==> src/rtl/vx_burst_arbiter.sv <==
// Burst-aware round-robin arbiter: N streams into one registered output.
// A granted burst holds the output until its last beat is accepted.
module vx_burst_arbiter #(
   parameter  int NUM_REQS     = 4,
   parameter  int DATA_WIDTH   = 32,
   parameter  int MAX_BURST    = 16,
   localparam int LOG_NUM_REQS = (NUM_REQS > 1) ? $clog2(NUM_REQS) : 1,
   localparam int BCNT_W       = $clog2(MAX_BURST + 1)
) (
   input  logic                         clk,
   input  logic                         reset_n,
   input  logic [NUM_REQS-1:0]          valid_in,
   input  logic [NUM_REQS*DATA_WIDTH-1:0] data_in,
   input  logic [NUM_REQS-1:0]          last_in,
   output logic [NUM_REQS-1:0]          ready_in,
   output logic                         valid_out,
   output logic [DATA_WIDTH-1:0]        data_out,
   output logic                         last_out,
   output logic [LOG_NUM_REQS-1:0]      sel_out,
   input  logic                         ready_out,
   output logic                         burst_err
);

   localparam int IW = LOG_NUM_REQS + 1;

   typedef enum logic {IDLE, LOCKED} state_e;

   state_e                  state_q, state_d;
   logic [LOG_NUM_REQS-1:0] ptr_q, owner_q;
   logic [LOG_NUM_REQS-1:0] rr_idx, gnt_idx, ptr_nxt;
   logic [IW-1:0]           rr_sum, nxt_sum;
   logic                    rr_vld, gnt_vld;
   logic                    load_en, xfer, xfer_last;
   logic [DATA_WIDTH-1:0]   gnt_data;
   logic [BCNT_W-1:0]       bcnt_q;

   // Scan downward so the closest requester at or after ptr wins.
   always_comb begin
      rr_idx = '0;
      rr_vld = 1'b0;
      rr_sum = '0;
      for (int k = NUM_REQS - 1; k >= 0; k--) begin
         rr_sum = {1'b0, ptr_q} + IW'(k);
         if (rr_sum >= IW'(NUM_REQS))
            rr_sum = rr_sum - IW'(NUM_REQS);
         if (valid_in[rr_sum[LOG_NUM_REQS-1:0]]) begin
            rr_vld = 1'b1;
            rr_idx = rr_sum[LOG_NUM_REQS-1:0];
         end
      end
   end

   always_comb begin
      gnt_idx = rr_idx;
      gnt_vld = rr_vld;
      if (state_q == LOCKED) begin
         gnt_idx = owner_q;
         gnt_vld = valid_in[owner_q];
      end
   end

   always_comb begin
      gnt_data = '0;
      for (int i = 0; i < NUM_REQS; i++)
         if (gnt_idx == LOG_NUM_REQS'(i))
            gnt_data = data_in[i*DATA_WIDTH +: DATA_WIDTH];
   end

   assign load_en   = !valid_out || ready_out;
   assign xfer      = gnt_vld && load_en && reset_n;
   assign xfer_last = xfer && last_in[gnt_idx];
   assign ready_in  = xfer ? (NUM_REQS'(1) << gnt_idx) : '0;

   always_comb begin
      nxt_sum = {1'b0, gnt_idx} + IW'(1);
      if (nxt_sum >= IW'(NUM_REQS))
         nxt_sum = '0;
      ptr_nxt = nxt_sum[LOG_NUM_REQS-1:0];
   end

   always_ff @(posedge clk or negedge reset_n) begin
      if (!reset_n)
         state_q <= IDLE;
      else
         state_q <= state_d;
   end

   always_comb begin
      state_d = state_q;
      unique case (state_q)
         IDLE:    if (xfer && !xfer_last) state_d = LOCKED;
         LOCKED:  if (xfer_last)          state_d = IDLE;
         default: state_d = IDLE;
      endcase
   end

   always_ff @(posedge clk or negedge reset_n) begin
      if (!reset_n) begin
         valid_out <= 1'b0;
         data_out  <= '0;
         last_out  <= 1'b0;
         sel_out   <= '0;
         burst_err <= 1'b0;
         ptr_q     <= '0;
         owner_q   <= '0;
         bcnt_q    <= '0;
      end else begin
         if (xfer) begin
            valid_out <= 1'b1;
            data_out  <= gnt_data;
            last_out  <= last_in[gnt_idx];
            sel_out   <= gnt_idx;
         end else if (ready_out) begin
            valid_out <= 1'b0;
         end
         if (xfer && state_q == IDLE && !xfer_last)
            owner_q <= gnt_idx;
         if (xfer_last) begin
            ptr_q  <= ptr_nxt;
            bcnt_q <= '0;
         end else if (xfer) begin
            // Saturate so an overlong burst cannot wrap back to a small count.
            if (bcnt_q != BCNT_W'(MAX_BURST))
               bcnt_q <= bcnt_q + BCNT_W'(1);
            if (bcnt_q == BCNT_W'(MAX_BURST - 1))
               burst_err <= 1'b1;
         end
      end
   end

endmodule

==> config.mk <==
export PLATFORM = sky130hd
export DESIGN_NAME = vx_burst_arbiter
export DESIGN_NICKNAME = d
export VERILOG_FILES = /design/src/rtl/vx_burst_arbiter.sv
export SDC_FILE = /design/constraint.sdc
export NUM_CORES = 1
export LEC_CHECK = 0
export CELL_PAD_IN_SITES_DETAIL_PLACEMENT = 2
export CELL_PAD_IN_SITES_GLOBAL_PLACEMENT = 2
export CORE_MARGIN = 2
export CORE_UTILIZATION = 20
export DETAILED_ROUTE_END_ITERATION = 8
export GPL_ROUTABILITY_DRIVEN = 0
export GPL_TIMING_DRIVEN = 0
export HOLD_SLACK_MARGIN = 0.05
export PLACE_DENSITY = 0.86
export SLEW_MARGIN = 10
export SYNTH_ARGS = -nofsm -noshare
export SYNTH_HDL_FRONTEND = slang
export SYNTH_SLANG_ARGS = --single-unit
export TNS_END_PERCENT = 100
==> constraint.sdc <==
create_clock -name clk -period 2.7 [get_ports clk]
set_input_delay 0.405 -clock clk [delete_from_list [all_inputs] [get_ports clk]]
set_output_delay 0.405 -clock clk [all_outputs]
set_load 0.02 [all_outputs]
==> results of run 1 <==
routing by layer:
metal	part of all wire	wire (microns)
met2	0.52	7925
met4	0.019	285
met1	0.40	6022
met5	0	0
met3	0.062	934
critical path: cells and delay by family, from the launching register on:
| family | cells | cell delay (ns) |
|---|---|---|
| compound gates | 1 | 0.13 |
| fa+ha+maj | 1 | 0.14 |
| buf+inv | 6 | 0.76 |
| flops | 1 | 0.33 |
| simple gates | 3 | 0.60 |
synth_stat cells (3+ instances only):
master and count:
o22ai_1 3, ha_1 7, o21ai_0 31, dfrtp_1 47, nor3_1 35, nand2b_1 3
nor2_1 15, nand2_1 42, nor2b_1 34, a221oi_1 31, clkbuf_1 27, buf_2 4
o21ai_1 7, and2_1 4, a21oi_1 35, inv_1 7, mux2_1 4
state kept, by name, indices dropped and copies added (netlist names), named ones only:
register / flops
bcnt_q: 5
burst_err: 1
data_out: 32
last_out: 1
owner_q: 2
ptr_q: 2
sel_out: 2
valid_out: 1
power by group through the flow:
stage	Clock [mW]	Combinational, mW	Sequential, mW
3_5_place_dp	0	4.36	1.26
4_1_cts	0.645	4.81	1.25
6_report	0.630	5.03	1.25
3_3_place_gp	0	4.14	1.24
2_1_floorplan	0	2.32	1.50
5_1_grt	0.667	5.52	1.30
repair_timing:
action,CTS,global route
resized for setup,66,31
hold buffers,0,0
setup buffers,12,5
endpoints found under the setup margin,36,36
pin swaps,3,3
metrics by stage:
stage / TNS, ns / instances / setup slack [ns] / power [mW]
3_3_place_gp: -94.92 / 731 / -1.950 / 5.381
4_1_cts: -0.1616 / 749 / -0.04572 / 6.709
2_1_floorplan: 0 / 364 / 0.04327 / 3.826
3_5_place_dp: -41.71 / 732 / -1.667 / 5.628
6_report: 0 / 754 / 0.03810 / 6.906
5_1_grt: -0.2740 / 754 / -0.07005 / 7.486
layout make-up:
type | instances | share of cell area
Tap cell | 188 | 0.04225
Sequential cell | 47 | 0.2112
Timing Repair Buffer | 197 | 0.3456
Buffer | 29 | 0.04000
Multi-Input combinational cell | 278 | 0.3294
Clock buffer | 5 | 0.02247
Inverter | 7 | 0.005618
Clock inverter | 3 | 0.003371
cell families after synthesis:
group | count (synthesis) | synth area share
AND/OR/NAND/NOR | 144 | 0.2399
buffers and inverters | 39 | 0.05218
flip-flops | 47 | 0.3862
adder cells (fa/ha/maj) | 7 | 0.02876
multiplexers | 5 | 0.02342
AO/OA/AOI/OAI | 122 | 0.2695
layout by cell type (no fill, tap or decap), types with 2 or more instances in the layout:
| master | instances |
|---|---|
| a211oi_4 | 2 |
| a21oi_1 | 35 |
| a221oi_1 | 25 |
| a221oi_2 | 6 |
| and2_1 | 2 |
| and2_4 | 2 |
| and4_1 | 2 |
| buf_2 | 5 |
| buf_4 | 20 |
| buf_6 | 3 |
| buf_8 | 3 |
| clkbuf_1 | 7 |
| clkbuf_16 | 7 |
| clkbuf_2 | 10 |
| clkdlybuf4s50_1 | 170 |
| clkinv_2 | 2 |
| dfrtp_1 | 47 |
| dlygate4sd2_1 | 3 |
| ha_1 | 3 |
| ha_4 | 3 |
| inv_1 | 5 |
| inv_4 | 2 |
| mux2_1 | 4 |
| nand2_1 | 41 |
| nand2b_1 | 3 |
| nor2_1 | 15 |
| nor2b_1 | 32 |
| nor2b_4 | 2 |
| nor3_1 | 34 |
| nor3_2 | 2 |
| o21ai_0 | 31 |
| o21ai_1 | 6 |
| o21ai_2 | 2 |
| o22ai_1 | 3 |
worst max path at each step:
| stage | end | cells after the start | start |
|---|---|---|---|
| 3_5_place_dp | ready_in[2] | 10 | valid_in[0] |
| 4_1_cts | ready_in[2] | 10 | ptr_q[0]$_DFFE_PN0N_ |
| 5_1_grt | data_out[13]$_DFFE_PN0N_ | 11 | ptr_q[0]$_DFFE_PN0N_ |
| 6_report | ready_in[3] | 11 | flip-flop |
| 3_3_place_gp | ready_in[0] | 5 | reset_n |
| 2_1_floorplan | ready_in[3] | 9 | valid_in[0] |
==> flow_summary.yaml, run 1 <==
worst_setup_path:
  reg2reg_slack_ns: 0.09
  crit_path_start_kind: "flip-flop"
  crit_chain: "buf_4 -> nor2_1 -> o21a_1 -> or3b_1 -> buf_6 -> inv_4 -> ha_4 -> buf_8 -> clkbuf_16 -> and2_4 -> buf_6"
  crit_type: "reg -> out"
  path_max_fanout: 10
  end_kind: "primary output"
  r2r_end: "data_out[17]$_DFFE_PN0N_"
  crit_top_cell: "buf_6"
  crit_path_max_incr_delay_ns: 0.39
  cpMaxStageDelayCell: "or3b_1"
  cp.required_ns: 2.30
  worstPathArrival_ns: 2.26
  reg2reg_depth: 12
timing:
  grt_setup_unrepaired: "yes"
  worstMarginPinSlew_ns: 0.6186
  final.min_clock_period_ns: 2.662
  whs_ns: 0.1254
  slew_violations: 0
  fmax_mhz: 375.7
  period_share: 0.9859
  timing_hold_violations_final: 0
  relSlewSlack: 0.5876
  finalClockSkew_ns: 0.004436
  setup_violations: 0
global_route:
  grt_pass1_wl_microns: 23520
  overflow: 0
  use_met2: 0.3463
  grtUsageMet1: 0.2081
  grt_pass1_vias: 4253
  busiest_layer: "met2"
  met3_usage: 0.04941
  grt_max_degree: 28
  grt_usage: 0.1858
  grt_antenna_before_repair: 0
synth:
  synthCells: 364
  async_flop_share: 1.000
  ys_seq_area_frac: 0.3862
  synth_top_area_share: 0.3862
  netlist_area_sq_um: 3045
  ys_seq_elements: 47
  synth.distinct_cells: 43
  avgSynthCellArea_sq_um: 8.367
  ys.flop_type: "dfrtp_1"
  syn_nets: 510
  ys_warn_count: 0
  synth_area_leader_cell: "dfrtp_1"
  synth_top_cells_by_area: "dfrtp_1 (39%), a221oi_1 (8.9%), nor2b_1 (7.0%)"
  synth_edf_count: 0
power_and_ir_drop:
  comb_power_share: 0.728
  power_frac_seq: 0.181
  peakVddDrop_uv: 361.1
  p_sw_frac: 0.4751
  switchingPower_mw: 3.281
  internal-power_mw: 3.625
  p_leak_nw: 2.227
  power_density_nw_per_um2: 1240
  pwr-share-clk: 0.091
floorplanning:
  initial_core_util: 0.2026
  die_w_microns: 127.4
  rows: 45
  core-area_sq_um: 15030
  pin_count: 180
  dieArea_sq_um: 16230
  die_h_microns: 127.4
detailed_routing:
  drtPass1Iterations: 4
  drt-initial-drc-count: 103
  viasPerCell: 4.886
  wl_per_cell_microns: 20.12
  num_vias: 3684
  antenna_left: 0
  finalWirelength_microns: 15170
  remaining_drc_errors: 0
clocking:
  htreeDepth: 2
  clock-sinks: 47
  clk_path_buf_depth: 2
  cts_buffers: 5
  root_buffer: "clkbuf_16"
  clkTransAtPathRegs_ns: 0.07
  tritoncts: "done"
  clk_latency_ns: 0.29
place:
  dpl_cell_area_sq_um: 5087
  dpl.hpwl_microns: 11850
  portBuffers: 179
layout:
  fin_area_sq_um: 5568
  multi_input_area_sq_um: 1834
  diodes: 0
  utilization: 0.3704
  nets: 711
  nFillCells: 1642
  seqCellArea_sq_um: 1176
  final_layout_size_suffix_gt1_frac: 0.1466
  area_growth_pct: 82.83
flow_run:
  max_cap_viol_count: 0
min_path:
  hold_path.class: "in -> async"
outcome:
  status: "finished, final reports clean"
Power figures use the tool's default switching activity.
==> inputs of run 2 (changes only) <==
--- a/config.mk
+++ b/config.mk
@@ -8,13 +8,12 @@
 export CELL_PAD_IN_SITES_DETAIL_PLACEMENT = 2
 export CELL_PAD_IN_SITES_GLOBAL_PLACEMENT = 2
 export CORE_MARGIN = 2
-export CORE_UTILIZATION = 20
+export CORE_UTILIZATION = 18
 export DETAILED_ROUTE_END_ITERATION = 8
 export GPL_ROUTABILITY_DRIVEN = 0
 export GPL_TIMING_DRIVEN = 0
 export HOLD_SLACK_MARGIN = 0.05
-export PLACE_DENSITY = 0.86
-export SLEW_MARGIN = 10
+export PLACE_DENSITY = 0.82
 export SYNTH_ARGS = -nofsm -noshare
 export SYNTH_HDL_FRONTEND = slang
 export SYNTH_SLANG_ARGS = --single-unit
==> constraint.sdc (replaced) <==
create_clock -name clk -period 2.35 [get_ports clk]
set_input_delay 0.3525 -clock clk [delete_from_list [all_inputs] [get_ports clk]]
set_output_delay 0.3525 -clock clk [all_outputs]
set_load 0.02 [all_outputs]
==> flow_summary.yaml, run 2 (same netlist as run 1, synthesis figures left out) <==
global_route:
  grt_pass1_wl_microns: 25300
  grt_max_degree: 39
  overflow: 0
  grt_usage: 0.1829
  grtUsageMet1: 0.2062
  busiest_layer: "met2"
  use_met2: 0.3530
  grt_pass1_vias: 4352
  met3_usage: 0.03175
  grt_antenna_before_repair: 0
detailed_routing:
  antenna_left: 0
  num_vias: 3836
  remaining_drc_errors: 0
  drtPass1Iterations: 4
  viasPerCell: 4.759
  drt-initial-drc-count: 102
  wl_per_cell_microns: 21.49
  finalWirelength_microns: 17320
worst_setup_path:
  crit_path_start_kind: "flip-flop"
  worstPathArrival_ns: 2.30
  end_kind: "primary output"
  reg2reg_depth: 12
  r2r_end: "data_out[0]$_DFFE_PN0N_"
  crit_type: "reg -> out"
  r2r_start: "ptr_q[0]$_DFFE_PN0N_"
  reg2reg_slack_ns: -0.28
  path_max_fanout: 6
  cp.required_ns: 2.00
  crit_path_start: "ptr_q[0]$_DFFE_PN0N_"
timing:
  setup_violations: 44
  final.min_clock_period_ns: 2.650
  relSlewSlack: 0.6586
  worstMarginPinSlew_ns: 0.5121
  period_share: 1.128
  slew_violations: 0
  grt_setup_unrepaired: "yes"
  fmax_mhz: 377.4
  timing_hold_violations_final: 0
  finalWorstSetupSlack_ns: -0.3000
  finalClockSkew_ns: 0.007625
power_and_ir_drop:
  peakVddDrop_uv: 571.9
  switchingPower_mw: 4.595
  internal-power_mw: 5.430
  pwr-share-clk: 0.086
  p_leak_nw: 2.500
  power_density_nw_per_um2: 1575
  p_sw_frac: 0.4584
  power_frac_seq: 0.144
  comb_power_share: 0.770
clocking:
  clkTransAtPathRegs_ns: 0.07
  root_buffer: "clkbuf_16"
  cts_buffers: 5
  clk_path_buf_depth: 2
  clk_latency_ns: 0.30
  htreeDepth: 2
  clock-sinks: 47
  tritoncts: "done"
layout:
  nets: 730
  area_growth_pct: 109.0
  final_layout_size_suffix_gt1_frac: 0.2701
  top_register: "data_out"
  top_regs: "data_out x32, bcnt_q x5"
  final_common_cell: "clkdlybuf4s50_1"
  finalNonFillerCells: 806
  largest_reg_flops: 32
  utilization: 0.3838
  nFillCells: 1789
  final_cell_mix: "clkdlybuf4s50_1 (170), dfrtp_1 (46), nand2_1 (42)"
floorplanning:
  rows: 47
  initial_core_util: 0.1836
  dieArea_sq_um: 17980
  die_w_microns: 134.1
  die_h_microns: 134.1
  core-area_sq_um: 16580
  pin_count: 180
flow_run:
  max_cap_viol_count: 0
outcome:
  violations: "negative setup slack"
  status: "complete, but fails checks"
place:
  portBuffers: 179
  dpl.hpwl_microns: 12270
  placed_cells: 764
min_path:
  hold_path.class: "in -> async"
## run 2: cell types whose count changed in the layout (fill, tap and decap cells not counted), sizes merged
cell | previous run | this run
clkdlybuf4s15 | 1 | 0
inv | 8 | 7
dlygate4sd3 | 0 | 1
diode | 0 | 1
clkbuf | 25 | 22
dlygate4sd2 | 3 | 4
bufinv | 0 | 1
buf | 32 | 54
clkinv | 2 | 1
## run 2: power by group through the flow
stage	combinational (mW)	sequential (mW)	clock, mW
global placement	4.84	1.42	0
CTS	6.77	1.44	0.885
floorplan	2.72	1.72	0
finish	7.72	1.44	0.860
detailed placement	5.10	1.45	0
global route	8.32	1.49	0.911
## run 2: stage by stage
step                      setup TNS, ns  setup slack [ns]  hold slack [ns]  power (mW)  instance area, sq um
after floorplan               -0.005282         -0.005282          0.05691       4.444                  3063
after global placement          -121.22            -2.182           0.4656       6.257                  5130
after detailed placement         -47.73            -1.567           0.2784       6.544                  5145
after CTS                        -6.980           -0.2831           0.1364       9.098                  6020
after global routing             -12.92           -0.4532           0.1336       10.72                  6362
final                            -7.279           -0.3000           0.1198       10.03                  6365
## run 2: worst max-delay path, stage by stage, from the launching register on
cell	delay, ns
dfrtp_1	0.40
and2b_2	0.27
a2111oi_4	0.29
or3b_1	0.18
buf_6	0.13
inv_4	0.05
ha_4	0.15
buf_8	0.13
clkbuf_16	0.15
and2_4	0.13
buf_6	0.12
## run 2: worst max path at each step
stage	depth (start not counted)	slack, ns	end
final	10	-0.30	ready_in[2]
after global routing	12	-0.45	data_out[29]$_DFFE_PN0N_
after CTS	10	-0.28	ready_in[2]
after detailed placement	10	-1.57	ready_in[2]
after global placement	5	-2.18	ready_in[0]
after floorplan	9	-0.005	ready_in[3]
## run 2: final cells by class
cell class | instances | area, sq um | area share
multi-input combinational | 278 | 2277 | 0.3578
timing repair buffer | 218 | 2157 | 0.3389
sequential | 47 | 1177 | 0.1850
tap | 220 | 275.3 | 0.04325
buffer | 27 | 270.3 | 0.04246
clock buffer | 6 | 138.9 | 0.02182
clock inverter | 2 | 35.03 | 0.005504
inverter | 7 | 31.28 | 0.004914
antenna | 1 | 2.502 | 0.0003932
## run 2: what timing repair did
| item | in CTS | in global routing |
|---|---|---|
| setup buffers | 28 | 8 |
| hold buffers | 1 | 0 |
| endpoints found under the hold margin | 9 | 0 |
| gates cloned | 1 | 0 |
| setup endpoints to repair | 47 | 43 |
| resized for setup | 142 | 72 |
| pin swaps | 9 | 14 |
## run 2: per-layer routing
metal / vias to the layer above / routed length, microns
met4: 0 / 261
met1: 1932 / 6725
met3: 17 / 806
met2: 124 / 9529
met5: - / 0
li1: 1763 / -
